File: src/rtl/iot_riscv_dmem_resp.sv
// iot_riscv_dmem_resp: d_* bus responder in front of a 1-cycle synchronous SRAM.
// Returns read data right-aligned to bit 0 after 1+WAIT_STATES cycles.
module iot_riscv_dmem_resp #(
   parameter int          ADDR_WIDTH  = 14,
   parameter int          WAIT_STATES = 0,
   parameter logic [31:0] BASE_ADDR   = 32'h2000_0000
) (
   input  logic                  main_clk_i,
   input  logic                  main_rst_i,
   input  logic                  d_rd_i,
   input  logic                  d_wr_i,
   input  logic [31:0]           d_addr_i,
   input  logic [1:0]            d_size_i,
   input  logic [31:0]           d_wdata_i,
   output logic                  d_grant_o,
   output logic                  d_rdy_o,
   output logic [31:0]           d_rdata_o,
   output logic                  d_err_o,
   output logic                  sram_cs_o,
   output logic                  sram_we_o,
   output logic [3:0]            sram_be_o,
   output logic [ADDR_WIDTH-1:0] sram_addr_o,
   output logic [31:0]           sram_wdata_o,
   input  logic [31:0]           sram_rdata_i
);
   typedef enum logic {IDLE, BUSY} state_t;
   state_t      state;
   logic [3:0]  cnt;
   logic        first_r, err_r, isrd_r;
   logic [1:0]  off_r;
   logic [31:0] cap_r, raw;
   logic        acc, err, rdy, bad_region;
   logic [3:0]  be_base;
   assign rdy        = (state == BUSY) && (cnt == 4'd0);
   assign d_grant_o  = ~main_rst_i & ((state == IDLE) | (cnt == 4'd0));
   assign acc        = (d_rd_i | d_wr_i) & d_grant_o;
   assign bad_region = d_addr_i[31:ADDR_WIDTH+2] != BASE_ADDR[31:ADDR_WIDTH+2];
   assign err        = (d_rd_i & d_wr_i) | (d_size_i == 2'd3) | ((d_size_i == 2'd1) & d_addr_i[0])
                     | ((d_size_i == 2'd2) & (|d_addr_i[1:0])) | bad_region;
   assign sram_cs_o  = acc & ~err;
   assign sram_we_o  = sram_cs_o & d_wr_i;
   assign sram_addr_o = sram_cs_o ? d_addr_i[ADDR_WIDTH+1:2] : '0;
   always_comb begin
      be_base      = (d_size_i == 2'd0) ? 4'b0001 : (d_size_i == 2'd1) ? 4'b0011 : 4'b1111;
      sram_be_o    = !sram_cs_o ? 4'b0000 : d_wr_i ? be_base << d_addr_i[1:0] : 4'b1111;
      sram_wdata_o = !sram_cs_o ? 32'd0 : (d_size_i == 2'd0) ? {4{d_wdata_i[7:0]}}
                   : (d_size_i == 2'd1) ? {2{d_wdata_i[15:0]}} : d_wdata_i;
   end
   // first cycle after accept takes SRAM data directly; later cycles use the captured copy
   assign raw       = first_r ? sram_rdata_i : cap_r;
   assign d_rdy_o   = rdy;
   assign d_err_o   = rdy & err_r;
   assign d_rdata_o = (rdy & isrd_r & ~err_r) ? raw >> {off_r, 3'b000} : 32'd0;
   always_ff @(posedge main_clk_i or posedge main_rst_i) begin
      if (main_rst_i) begin
         state   <= IDLE;
         cnt     <= 4'd0;
         first_r <= 1'b0;
         cap_r   <= 32'd0;
         off_r   <= 2'd0;
         err_r   <= 1'b0;
         isrd_r  <= 1'b0;
      end else begin
         first_r <= acc;
         if (first_r) cap_r <= sram_rdata_i;
         if (acc) begin
            state  <= BUSY;
            cnt    <= 4'(WAIT_STATES);
            off_r  <= d_addr_i[1:0];
            err_r  <= err;
            isrd_r <= d_rd_i;
         end else if (state == BUSY) begin
            if (cnt != 4'd0) cnt <= cnt - 4'd1;
            else state <= IDLE;
         end
      end
   end
endmodule
File: config.mk
export PLATFORM = sky130hd
export DESIGN_NAME = iot_riscv_dmem_resp
export DESIGN_NICKNAME = d
export VERILOG_FILES = /design/src/rtl/iot_riscv_dmem_resp.sv
export SDC_FILE = /design/constraint.sdc
export NUM_CORES = 1
export LEC_CHECK = 0
export ABC_AREA = 0
export ABC_CLOCK_PERIOD_IN_PS = 3000
export CORE_MARGIN = 5
export CORE_UTILIZATION = 37
export DETAILED_ROUTE_END_ITERATION = 6
export PLACE_DENSITY_LB_ADDON = 0.25
export SLEW_MARGIN = 0
export SYNTH_ARGS = -nofsm -noshare
export SYNTH_HDL_FRONTEND = slang
export SYNTH_SLANG_ARGS = --single-unit
File: constraint.sdc
create_clock -name main_clk_i -period 3 [get_ports main_clk_i]
set_input_delay 0.3 -clock main_clk_i [delete_from_list [all_inputs] [get_ports main_clk_i]]
set_output_delay 0.3 -clock main_clk_i [all_outputs]
set_load 0.02 [all_outputs]
# After elaboration in Yosys (flattened, before gate mapping)
# Cells that the tools add are included.
[word_totals]
ram_bits = 0
input_bits = 102
elab_cells = 58
latch_bits = 0
mem_bits_ro = 0
mem_count = 0
out_inout_bits = 87
ff_bits = 42
[op_classes]
div_mod_pow = 0
n_mul = 0
shifts = 2
bitwise = 20
eq_ne = 4
n_lt_le_gt_ge = 0
add_sub_neg = 1
muxes = 16
reduce_logical = 8
[op_table]
columns = ["op", "count"]
rows = [
  ["32-bit two-way mux", 5],
  ["32-bit by 5-bit >> shifter with 32-bit output", 1],
  ["4-bit two-way mux", 7],
  ["16-bit by 14-bit != test with 1-bit output (second input constant)", 1],
  ["14-bit two-way mux", 1],
  ["1-bit AND", 10],
  ["1-bit OR", 6],
  ["2-bit == test (second input constant)", 2],
  ["4-bit logical NOT", 1],
  ["1-bit NOT", 4],
  ["2-bit nonzero test", 2],
  ["4-bit nonzero test", 1],
  ["4-bit by 2-bit left shift with 4-bit output", 1],
  ["4-bit by 1-bit subtractor with 4-bit output (second input constant)", 1],
  ["1-bit two-way mux", 3],
  ["2-bit by 1-bit == test with 1-bit output (second input constant)", 1],
  ["2-bit logical NOT", 1],
  ["2-bit AND reduction", 1],
  ["2-bit OR reduction", 1],
  ["1-bit logical AND", 1],
]

# Depth between registers and ports, before layout
[logic_depth]
word_depth = 8
depth_mapped = 9
depth_no_buf = 7

# Worst setup path before layout
# Ideal clock, no wire load.
[synth_timing]
kind = "reg-to-output"
startpoint = "reg cnt[0]"
endpoint = "out d_rdata_o[22]"
required_ps = 2700
path_buffers = 1
stages_incl_launch_ff = 8
arrival_time_ps = 2915
setup_slack_ps = -215
path_cell_list = "dfrtp_1 -> inv_1 -> ha_1 -> nor4bb_1 -> nand3b_1 -> or2_2 -> clkbuf_1 -> a211oi_1"
[synth_via]
elab_chain_cells = 5
[synth_lines]
columns = ["item", "line_no", "rtl"]
rows = [
  ["from (decl)", "28", "logic [3:0] cnt;"],
  ["from (signal assigned)", "68", "cnt <= 4'(WAIT_STATES);"],
  ["from (signal assigned)", "73", "if (cnt != 4'd0) cnt <= cnt - 4'd1;"],
  ["4-bit logical NOT", "34", "assign rdy = (state == BUSY) && (cnt == 4'd0);"],
  ["1-bit logical AND", "34", ""],
  ["net d_rdy_o", "16", "output logic d_rdy_o,"],
  ["1-bit AND (2 in series)", "53", "assign d_rdata_o = (rdy & isrd_r & ~err_r) ? raw >> {off_r, 3'b000} : 32'd0;"],
  ["32-bit two-way mux", "53", ""],
  ["to (decl)", "17", "output logic [31:0] d_rdata_o,"],
]
# The timed path passes the listed nets, and every way through them passes these cells.

# Final worst setup path
[layout_timing]
startpoint = "reg cnt[1]"
endpoint = "out sram_be_o[3]"
[layout_via]
elab_chain_cells = 6
[layout_lines]
columns = ["item", "line_no", "rtl"]
rows = [
  ["4-bit logical NOT", "35", "assign d_grant_o = ~main_rst_i & ((state == IDLE) | (cnt == 4'd0));"],
  ["1-bit OR", "35", ""],
  ["1-bit AND", "35", ""],
  ["1-bit AND", "36", "assign acc = (d_rd_i | d_wr_i) & d_grant_o;"],
  ["net acc", "32", "logic acc, err, rdy, bad_region;"],
  ["1-bit AND", "40", "assign sram_cs_o = acc & ~err;"],
  ["4-bit two-way mux", "45", "sram_be_o = !sram_cs_o ? 4'b0000 : d_wr_i ? be_base << d_addr_i[1:0] : 4'b1111;"],
  ["to (decl)", "21", "output logic [3:0] sram_be_o,"],
]
# The timed path passes the listed nets, and every way through them passes these cells.

==> qor.yml <==
status:
  status: "finished clean"
clock_tree:
  numClockSinks: 42
  cts.path.max_buffers: 2
  tritoncts: "built"
  root_buffer: "clkbuf_8"
  numCtsBuffers: 5
  clk_pin_slew_ns: 0.08
  clk_latency_ns: 0.28
  ctsHoldBuffers: 0
  htree_levels: 2
pwr:
  seqPwrFrac: 0.310
  p_sw_mw: 1.09
  switching_share: 0.352
  combPwrFrac: 0.570
  intPower_mw: 2.01
  leakage_nw: 2.41
  power_mw: 3.10
  vdd_drop_max_uv: 302
  p_clk_frac: 0.119
  p_per_area_nw_per_um2: 617
yosys:
  synth_ff_type: "dfrtp_1"
  netlist_area_um2: 2990
  ys_seq_area_frac: 0.352
  synth_fp_nets: 425
  ys_seq_elements: 42
  yosys_warnings: 0
  async_flop_share: 1.00
  ys_types: 39
  synth_edf_count: 0
  synth_area_per_cell_um2: 9.28
  synthCells: 322
run:
  maxCapViolations: 0
routing:
  vias: 3110
  drt_iter0_drc: 81
  wire_per_inst_um: 17.6
  drt_wl_total_um: 10900
  dr.pass1.iters: 4
  postRouteAntennaNets: 0
  drc: 0
  vias_per_cell: 5.02
global_routing:
  antenna_found_initial: 0
  grt_overflow: 0
  grt_pass1_vias: 3263
  gr-usage-all-layers: 0.218
  grt_first_pass_wirelength_um: 17200
  grt_start_max_net_pins: 33
die:
  fp.dieArea_um2: 9970
  start_util: 0.383
  ioPinCount: 189
  num_rows: 32
  core-area_um2: 7810
  die_h_um: 99.9
  die_x_um: 99.9
critical_path:
  r2r-end: "err_r"
  worstPathMaxFanout: 13
  cp.required_ns: 2.70
  worstRegToRegCells: 8
  r2r_setup_slack_ns: 0.86
  cp.arrival_ns: 2.58
  r2r-start: "cnt[1]"
  crit_type: "reg2out"
  start_kind: "register"
  cp-end-kind: "output port"
timing:
  fin_crit_ns: 2.88
  period_share: 0.960
  slew_viol_final: 0
  tightest_slew_ns: 0.630
  max_freq_ghz: 0.347
  layout_setup_ws_ns: 0.119
  fin_setup_tns_ns: 0
  rsz0062_at_grt: "yes"
  whs_ns: 0.459
  fin_skew_ns: 0.00576
  setup_viol_count_final: 0
  slew_headroom: 0.578
  hold_violations: 0
place:
  io_buffers: 188
  dp.final_hpwl_um: 9000
  place_area_um2: 5090
  post-place-ws_ns: -0.143
  place_congestion: 0.870
cells_and_area:
  syn2layout_area_growth_pct: 68.4
  final_cell_area_um2: 5030
  drive_gt1_frac: 0.263
  antenna_cells: 0
  nNetsFinal: 620
worst_hold_path:
  hold_class: "in2async"
[per-layer routing]
layer  GRT usage  share of wire  vias to the layer above
li1            -              -                     1499
met1       0.254           0.39                     1485
met2       0.381           0.50                      118
met3      0.0820          0.096                        8
met4      0.0452          0.011                        0
met5           0              0                        -
[critical path: stages (launching register included)]
cell and delay (ns):
dfrtp_1 0.38, inv_1 0.06, ha_2 0.19, or3b_4 0.40, a211oi_4 0.22, or4b_4 0.54, buf_6 0.18, a31oi_1 0.15
buf_2 0.19
[layout by cell type (no fill, tap or decap), types with 12 or more instances in the layout]
cell | netlist | final
and2_1 | 24 | 23
inv_1 | 12 | 12
a21oi_1 | 17 | 15
buf_4 | 1 | 36
buf_2 | 3 | 34
nor2_1 | 56 | 56
clkdlybuf4s50_1 | 0 | 120
dfrtp_1 | 42 | 42
nand2_1 | 21 | 21
mux2i_1 | 33 | 33
mux2_2 | 27 | 27
[layout make-up]
cell class | count | area [µm²]
inverter | 13 | 51.3
fill | 684 | 2780
clock buffer | 6 | 82.6
clock inverter | 2 | 12.5
sequential | 42 | 1050
tap | 102 | 128
multi-input combinational | 241 | 1790
timing repair buffer | 214 | 1910
[cells by family after synthesis]
kind of cell / Yosys count / share of synthesized area
AO/OA/AOI/OAI: 44 / 0.103
AND/OR/NAND/NOR: 126 / 0.203
flip-flops: 42 / 0.352
adder cells (fa/ha/maj): 1 / 0.00419
multiplexers: 68 / 0.273
buffers and inverters: 39 / 0.0595
XOR/XNOR: 2 / 0.00586
[power groups by stage]
stage | Clock [mW] | Sequential, mW | Combinational (mW)
4_1_cts | 0.384 | 0.962 | 1.74
3_3_place_gp | 0 | 0.958 | 1.68
5_1_grt | 0.410 | 1.00 | 1.94
3_5_place_dp | 0 | 0.972 | 1.73
6_report | 0.370 | 0.963 | 1.77
2_1_floorplan | 0 | 0.936 | 1.25
[registers in the layout, summed over array words and instances, names as in the netlist]
register	count
off_r	2
first_r	1
err_r	1
cap_r	32
cnt	4
state	1
isrd_r	1
[per-stage QoR]
| stage | cells | util |
|---|---|---|
| 3_5_place_dp | 611 | 0.652 |
| 6_report | 620 | 0.645 |
| 2_1_floorplan | 322 | - |
| 5_1_grt | 620 | 0.645 |
| 3_3_place_gp | 611 | 0.652 |
| 4_1_cts | 619 | 0.662 |
[Yosys cell counts (all sizes together) (3+ instances only)]
cell / number / area share
nand2: 21 / 0.026
inv: 13 / 0.016
nor4: 3 / 0.0063
and2: 24 / 0.050
nor2b: 9 / 0.019
buf: 13 / 0.026
mux2: 27 / 0.10
mux4: 8 / 0.060
a2bb2oi: 8 / 0.023
dfrtp: 42 / 0.35
nand3: 3 / 0.0050
nor2: 56 / 0.070
mux2i: 33 / 0.11
a21oi: 20 / 0.037
clkbuf: 13 / 0.017
a211oi: 9 / 0.027
[how the worst max path moves through the flow]
stage,start,endpoint,cells past startpoint
2_1_floorplan,cnt[0],d_rdata_o[22],7
3_3_place_gp,d_addr_i[17],sram_wdata_o[11],7
3_5_place_dp,d_addr_i[17],sram_wdata_o[11],7
4_1_cts,cnt[0],sram_addr_o[3],9
5_1_grt,cnt[1],sram_wdata_o[12],8
6_report,cnt[1],sram_be_o[3],8
[repair_timing]
action,in CTS,in global routing
setup endpoints to repair,68,63
resized for setup,177,79
pin swaps,0,2
buffers inserted,0,1
hold endpoints to repair,0,0
No activity file was read; power rests on OpenSTA's default activity.
